<file path="src/rtl/plane_loader.sv">
// plane_loader: write-bus master that uploads one LED plane (SETADDR, SETDIR, data bytes, ENABLE)
// and forwards single host command bytes. Define PLANE_LOADER_BLANK_EN to prefix uploads with BLANK (0x08).
module plane_loader #(
    parameter int OUT_NUM    = 64,
    parameter int D_WIDTH    = 8,
    parameter int C_WIDTH    = 5,
    parameter int STROBE_CYC = 2,
    parameter int HOLD_CYC   = 1
) (
    input  logic               clk,
    input  logic               reset,
    input  logic               start,
    output logic               busy,
    output logic               done,
    input  logic               cmdValid,
    input  logic [D_WIDTH-1:0] cmdByte,
    output logic               cmdReady,
    output logic [6:0]         rdAddr,
    input  logic [C_WIDTH-1:0] rdData,
    output logic [D_WIDTH-1:0] dataOut,
    output logic               dataEn,
    output logic               rs
);
    localparam int CNT_MAX = (STROBE_CYC > HOLD_CYC) ? STROBE_CYC : HOLD_CYC;
    localparam int CNT_W   = (CNT_MAX > 1) ? $clog2(CNT_MAX) : 1;

    localparam logic [6:0]         IDX_LAST    = 7'(OUT_NUM - 1);
    localparam logic [D_WIDTH-1:0] CMD_BLANK   = D_WIDTH'(8'h08);
    localparam logic [D_WIDTH-1:0] CMD_SETADDR = D_WIDTH'(8'h80);
    localparam logic [D_WIDTH-1:0] CMD_SETDIR  = D_WIDTH'(8'h06);
    localparam logic [D_WIDTH-1:0] CMD_ENABLE  = D_WIDTH'(8'h0C);

    typedef enum logic [2:0] {
        S_IDLE, S_BLANK, S_SETADDR, S_SETDIR, S_DATA, S_ENABLE, S_DONE, S_CMD
    } state_e;

    typedef enum logic [1:0] {PH_SETUP, PH_STROBE, PH_HOLD} phase_e;

    state_e             state_q, state_d;
    phase_e             phase_q, phase_d;
    logic [CNT_W-1:0]   cnt_q, cnt_d;
    logic [6:0]         idx_q, idx_d;
    logic               last_q, last_d;
    logic [D_WIDTH-1:0] dout_q, dout_d;
    logic               rs_q, rs_d;
    logic               busy_q, busy_d;
    logic               done_q, done_d;
    logic               byte_end;

    // NOTE: sequential state uses non-blocking assignments so every register samples pre-edge values.
    always_ff @(posedge clk) begin
        if (reset) begin
            state_q <= S_IDLE;
            phase_q <= PH_SETUP;
            cnt_q   <= '0;
            idx_q   <= '0;
            last_q  <= 1'b0;
            dout_q  <= '0;
            rs_q    <= 1'b0;
            busy_q  <= 1'b0;
            done_q  <= 1'b0;
        end else begin
            state_q <= state_d;
            phase_q <= phase_d;
            cnt_q   <= cnt_d;
            idx_q   <= idx_d;
            last_q  <= last_d;
            dout_q  <= dout_d;
            rs_q    <= rs_d;
            busy_q  <= busy_d;
            done_q  <= done_d;
        end
    end

    always_comb begin
        // NOTE: every variable gets a default first so no path can infer a latch.
        state_d  = state_q;
        phase_d  = phase_q;
        cnt_d    = cnt_q;
        idx_d    = idx_q;
        last_d   = last_q;
        dout_d   = dout_q;
        rs_d     = rs_q;
        busy_d   = busy_q;
        done_d   = 1'b0;
        byte_end = 1'b0;

        // Byte phase engine; a data byte latches the RAM word and advances the read index in SETUP.
        if (state_q != S_IDLE && state_q != S_DONE) begin
            case (phase_q)
                PH_SETUP: begin
                    phase_d = PH_STROBE;
                    cnt_d   = '0;
                    if (state_q == S_DATA) begin
                        dout_d = D_WIDTH'(rdData);
                        if (idx_q == IDX_LAST) last_d = 1'b1;
                        else                   idx_d  = idx_q + 7'd1;
                    end
                end
                PH_STROBE: begin
                    if (cnt_q == CNT_W'(STROBE_CYC - 1)) begin
                        phase_d = PH_HOLD;
                        cnt_d   = '0;
                    end else begin
                        cnt_d = cnt_q + 1'b1;
                    end
                end
                default: begin
                    if (cnt_q == CNT_W'(HOLD_CYC - 1)) byte_end = 1'b1;
                    else                               cnt_d    = cnt_q + 1'b1;
                end
            endcase
        end

        case (state_q)
            S_IDLE: begin
                phase_d = PH_SETUP;
                cnt_d   = '0;
                if (start) begin
                    busy_d = 1'b1;
                    idx_d  = '0;
                    last_d = 1'b0;
                    rs_d   = 1'b1;
`ifdef PLANE_LOADER_BLANK_EN
                    state_d = S_BLANK;
                    dout_d  = CMD_BLANK;
`else
                    state_d = S_SETADDR;
                    dout_d  = CMD_SETADDR;
`endif
                end else if (cmdValid) begin
                    state_d = S_CMD;
                    dout_d  = cmdByte;
                    rs_d    = 1'b1;
                end
            end
            S_DONE: state_d = S_IDLE;
            default: begin
                if (byte_end) begin
                    phase_d = PH_SETUP;
                    cnt_d   = '0;
                    case (state_q)
                        S_BLANK: begin
                            state_d = S_SETADDR;
                            dout_d  = CMD_SETADDR;
                        end
                        S_SETADDR: begin
                            state_d = S_SETDIR;
                            dout_d  = CMD_SETDIR;
                        end
                        S_SETDIR: begin
                            state_d = S_DATA;
                            rs_d    = 1'b0;
                        end
                        S_DATA: begin
                            if (last_q) begin
                                state_d = S_ENABLE;
                                dout_d  = CMD_ENABLE;
                                rs_d    = 1'b1;
                            end
                        end
                        S_ENABLE: begin
                            state_d = S_DONE;
                            busy_d  = 1'b0;
                            done_d  = 1'b1;
                        end
                        default: state_d = S_IDLE;
                    endcase
                end
            end
        endcase
    end

    // The RAM word for a data byte arrives during its SETUP cycle, so it is passed straight through.
    assign dataOut  = (state_q == S_DATA && phase_q == PH_SETUP) ? D_WIDTH'(rdData) : dout_q;
    assign dataEn   = (phase_q == PH_STROBE);
    assign rs       = rs_q;
    assign rdAddr   = idx_q;
    assign busy     = busy_q;
    assign done     = done_q;
    assign cmdReady = (state_q == S_IDLE) & ~start;

endmodule

</file>
<file path="config.mk">
export PLATFORM = sky130hd
export DESIGN_NAME = plane_loader
export DESIGN_NICKNAME = d
export VERILOG_FILES = /design/src/rtl/plane_loader.sv
export SDC_FILE = /design/constraint.sdc
export NUM_CORES = 1
export LEC_CHECK = 0
export ABC_AREA = 1
export BUFFER_PORTS_ARGS = -buffer_cell sky130_fd_sc_hd__buf_4
export CORE_ASPECT_RATIO = 0.9
export CORE_UTILIZATION = 29
export CTS_CLUSTER_DIAMETER = 30
export CTS_CLUSTER_SIZE = 10
export DETAILED_ROUTE_END_ITERATION = 16
export GPL_TIMING_DRIVEN = 0
export PLACE_DENSITY_LB_ADDON = 0.08
export SYNTH_ARGS = -nofsm -noshare
export SYNTH_HDL_FRONTEND = slang
export SYNTH_SLANG_ARGS = --single-unit
</file>
<file path="constraint.sdc">
create_clock -name clk -period 1.57 [get_ports clk]
set_input_delay 0.157 -clock clk [delete_from_list [all_inputs] [get_ports clk]]
set_output_delay 0.157 -clock clk [all_outputs]
set_load 0.02 [all_outputs]
</file>
==> impl_metrics.env <==
export IMPL_status="finished with violations"
export IMPL_violations="setup timing"
export IMPL_dp_cells=345
export IMPL_post_route_min_period_ps=1610
export IMPL_power_leakage_nw=1.01
export IMPL_antenna_found_initial=0
export IMPL_grt_use_met1_pct=22.1
export IMPL_slowest_delay_ps=380
export IMPL_grt_ovfl_total=0
export IMPL_cts_buffer_depth=2
export IMPL_setup_ws_ps=-39.2
export IMPL_max_freq_mhz=621
export IMPL_cpMostUsedCell="buf_4"
export IMPL_use_met2_pct=23.8
export IMPL_finalNetCount=318
export IMPL_yosys_top_cells_area="dfxtp_1, nand2_1, nand3_1"
export IMPL_synthCells=245
export IMPL_post_route_util_pct=44.3
export IMPL_rsz0062_at_grt="yes"
export IMPL_synth_distinct_cells=22
export IMPL_finalNonFillerCells=364
export IMPL_fillers=542
export IMPL_seq_area_frac_synth_pct=33.7
export IMPL_num_rows=24
export IMPL_synth_area_sq_um=1490
export IMPL_die_h_um=69.9
export IMPL_syn_nets=263
export IMPL_cts_tree="built"
export IMPL_groute_usage_overall_pct=15.5
export IMPL_drcViolationCount=0
export IMPL_area_delta_synth_final_pct=45.9
export IMPL_holdBufCountCts=0
export IMPL_ios=37
export IMPL_grt_pass1_vias=1450
export IMPL_ant_nets=0
export IMPL_initial_core_util_pct=30.4
export IMPL_yosysWarnings=0
export IMPL_busiest_layer="met2"
export IMPL_r2r_end="state_q[1]"
export IMPL_holdPathEnd="dout_q[0]"
export IMPL_slew_viol_final=0
export IMPL_rrSetupSlack_ps=30
export IMPL_num_vias=1681
export IMPL_clockRootBuffer="clkbuf_8"
export IMPL_wirelength_um=4160
export IMPL_grt_pass1_wl_um=6640
export IMPL_critPathRequiredTime_ps=1410
export IMPL_crit_start="state_q[0]"
export IMPL_synth_top_area_share_pct=33.7
export IMPL_drv_cap=0
export IMPL_wl_per_cell_um=11.4
export IMPL_worstPathCellList="nor2_4, buf_4, nand3_2, inv_2, buf_4"
export IMPL_hp_start="cmdByte[0]"
export IMPL_dieArea_sq_um=5420
export IMPL_hold_viol=0
export IMPL_synth_seq_cells=25
export IMPL_startpoint_type="flop"
export IMPL_diodes=0
export IMPL_hp_class="input pin to flop"
export IMPL_clk_pin_slew_worst_paths_ps=100
export IMPL_cts_buffers=3
export IMPL_dp_hpwl_um=3010
export IMPL_tightest_slew_ps=402
export IMPL_clkSinkCount=25
export IMPL_globalplace_congestion=0.755
export IMPL_reg2reg_depth=9
export IMPL_die_width_um=77.5
export IMPL_fin_setup_tns_ps=-48.2
export IMPL_ir_drop_uv=754
export IMPL_skew_ps=7.00
export IMPL_htreeDepth=1
export IMPL_clk_latency_ps=280
export IMPL_setup_viol=3
export IMPL_final_layout_size_suffix_gt1_share_pct=34.4
export IMPL_avgSynthCellArea_sq_um=6.07
export IMPL_drtPass1Iterations=4
export IMPL_dp_worst_setup_slack_ps=-48.8
export IMPL_grt_start_max_net_pins=14
export IMPL_drtIter0Drc=69
export IMPL_worstSetupPathType="flop to output port"
export IMPL_cp_arrival_ps=1450
export IMPL_power_density_nw_per_um2=2010
export IMPL_end_kind="output port"
export IMPL_finalCritPeriodShare_pct=102
export IMPL_port_buffers=35
export IMPL_hold_path_depth=5
export IMPL_path_max_fanout=5
export IMPL_fp_coreArea_sq_um=4890
export IMPL_cp_slowest_cell="dfxtp_4"
export IMPL_yosys_area_top_type="dfxtp_1"
export IMPL_use_met3_pct=2.88
export IMPL_timing_rr_start="state_q[0]"
export IMPL_viasPerCell=4.62
export IMPL_slew_headroom_pct=73.2
-- synthesized netlist by cell type --
cell and n:
a211oi_1 1, a21oi_1 15, a21oi_2 1, buf_2 1
buf_4 2, clkbuf_1 1, clkinv_2 1, dfxtp_1 25
ha_1 1, inv_1 29, inv_2 1, nand2_1 82
nand2_2 1, nand2_4 3, nand3_1 29, nand3_2 2
nor2_1 36, nor2_2 1, nor2_4 1, nor2_8 1
nor3_1 2, o21ai_0 9
-- registers in the layout (all words and copies together) (netlist names), 2 cells and up --
| register | count |
|---|---|
| phase_q | 2 |
| dout_q | 8 |
| rdAddr | 7 |
| state_q | 3 |
-- cells by family after synthesis --
family / Yosys count / synth area share, %
AND/OR/NAND/NOR: 158 / 46.8
buffers and inverters: 35 / 9.51
AO/OA/AOI/OAI: 26 / 9.18
flip-flops: 25 / 33.7
adder cells (fa/ha/maj): 1 / 0.842
-- through the flow --
step	hold slack, ps	instance area (sq um)	power, mW
finish	185	2170	4.35
global route	230	2170	4.70
CTS	181	1970	3.89
detailed placement	461	1830	3.21
global placement	459	1830	3.22
floorplan	346	1490	2.56
-- repair_timing --
item / CTS / global route
buffers inserted: 7 / 9
setup endpoints to repair: 17 / 27
hold endpoints to repair: 0 / 0
resized for setup: 17 / 41
pin swaps: 4 / 8
-- cell type report --
| class | count | area, sq um | area share (%) |
|---|---|---|---|
| Multi-Input combinational cell | 185 | 978 | 45.1 |
| Sequential cell | 25 | 510 | 23.5 |
| Timing Repair Buffer | 51 | 409 | 18.9 |
| Inverter | 31 | 124 | 5.71 |
| Tap cell | 65 | 81.3 | 3.75 |
| Clock buffer | 4 | 45.0 | 2.08 |
| Buffer | 3 | 20.0 | 0.923 |
-- layout by cell type, fill, tap and decap left out --
cell type | synthesis | final
dfxtp_2 | 0 | 2
clkbuf_1 | 1 | 2
o21ai_1 | 0 | 2
inv_4 | 0 | 1
dfxtp_4 | 0 | 2
dfxtp_1 | 25 | 21
buf_6 | 0 | 8
nor2_1 | 36 | 31
nand3_1 | 29 | 26
nand3_4 | 0 | 1
a211oi_1 | 1 | 1
inv_2 | 1 | 4
nand3_2 | 2 | 4
nand2_8 | 0 | 1
nand2_1 | 82 | 67
o21ai_2 | 0 | 1
ha_1 | 1 | 1
nor3_1 | 2 | 1
a21oi_1 | 15 | 14
nor2_2 | 1 | 3
clkinvlp_4 | 0 | 1
o21ai_0 | 9 | 6
nor2_4 | 1 | 4
clkbuf_8 | 0 | 3
buf_2 | 1 | 1
nand2_4 | 3 | 4
clkinv_2 | 1 | 1
inv_1 | 29 | 24
nand2_2 | 1 | 14
nor3_2 | 0 | 1
a21oi_4 | 0 | 2
buf_4 | 2 | 44
nor2_8 | 1 | 1
-- worst max-delay path: cells and delay by family (launching register included) --
family,cells,cell delay (ps)
AND/OR/NAND/NOR,2,340
flip-flops,1,380
buffers and inverters,3,460
-- where the power goes --
part	internal, mW	total, mW	leakage [nW]	switching, mW
Combinational	1.20	3.01	0.786	1.82
Sequential	0.815	0.929	0.206	0.115
Clock	0.182	0.408	0.0228	0.225
-- worst max path at each step --
| stage | to | slack, ps | cells after the start |
|---|---|---|---|
| 2_1_floorplan | rdAddr[2] | 100 | 10 |
| 3_3_place_gp | rdAddr[5] | -90 | 9 |
| 3_5_place_dp | rdAddr[5] | -50 | 9 |
| 4_1_cts | dataOut[1] | 2 | 6 |
| 5_1_grt | cmdReady | -90 | 5 |
| 6_report | cmdReady | -40 | 5 |
-- per-layer routing --
layer,part of all wire [%],up-vias
li1,-,875
met3,3.1,2
met5,0,-
met4,0.60,0
met1,50,771
met2,46,33
No activity file was read; power rests on OpenSTA's default activity.
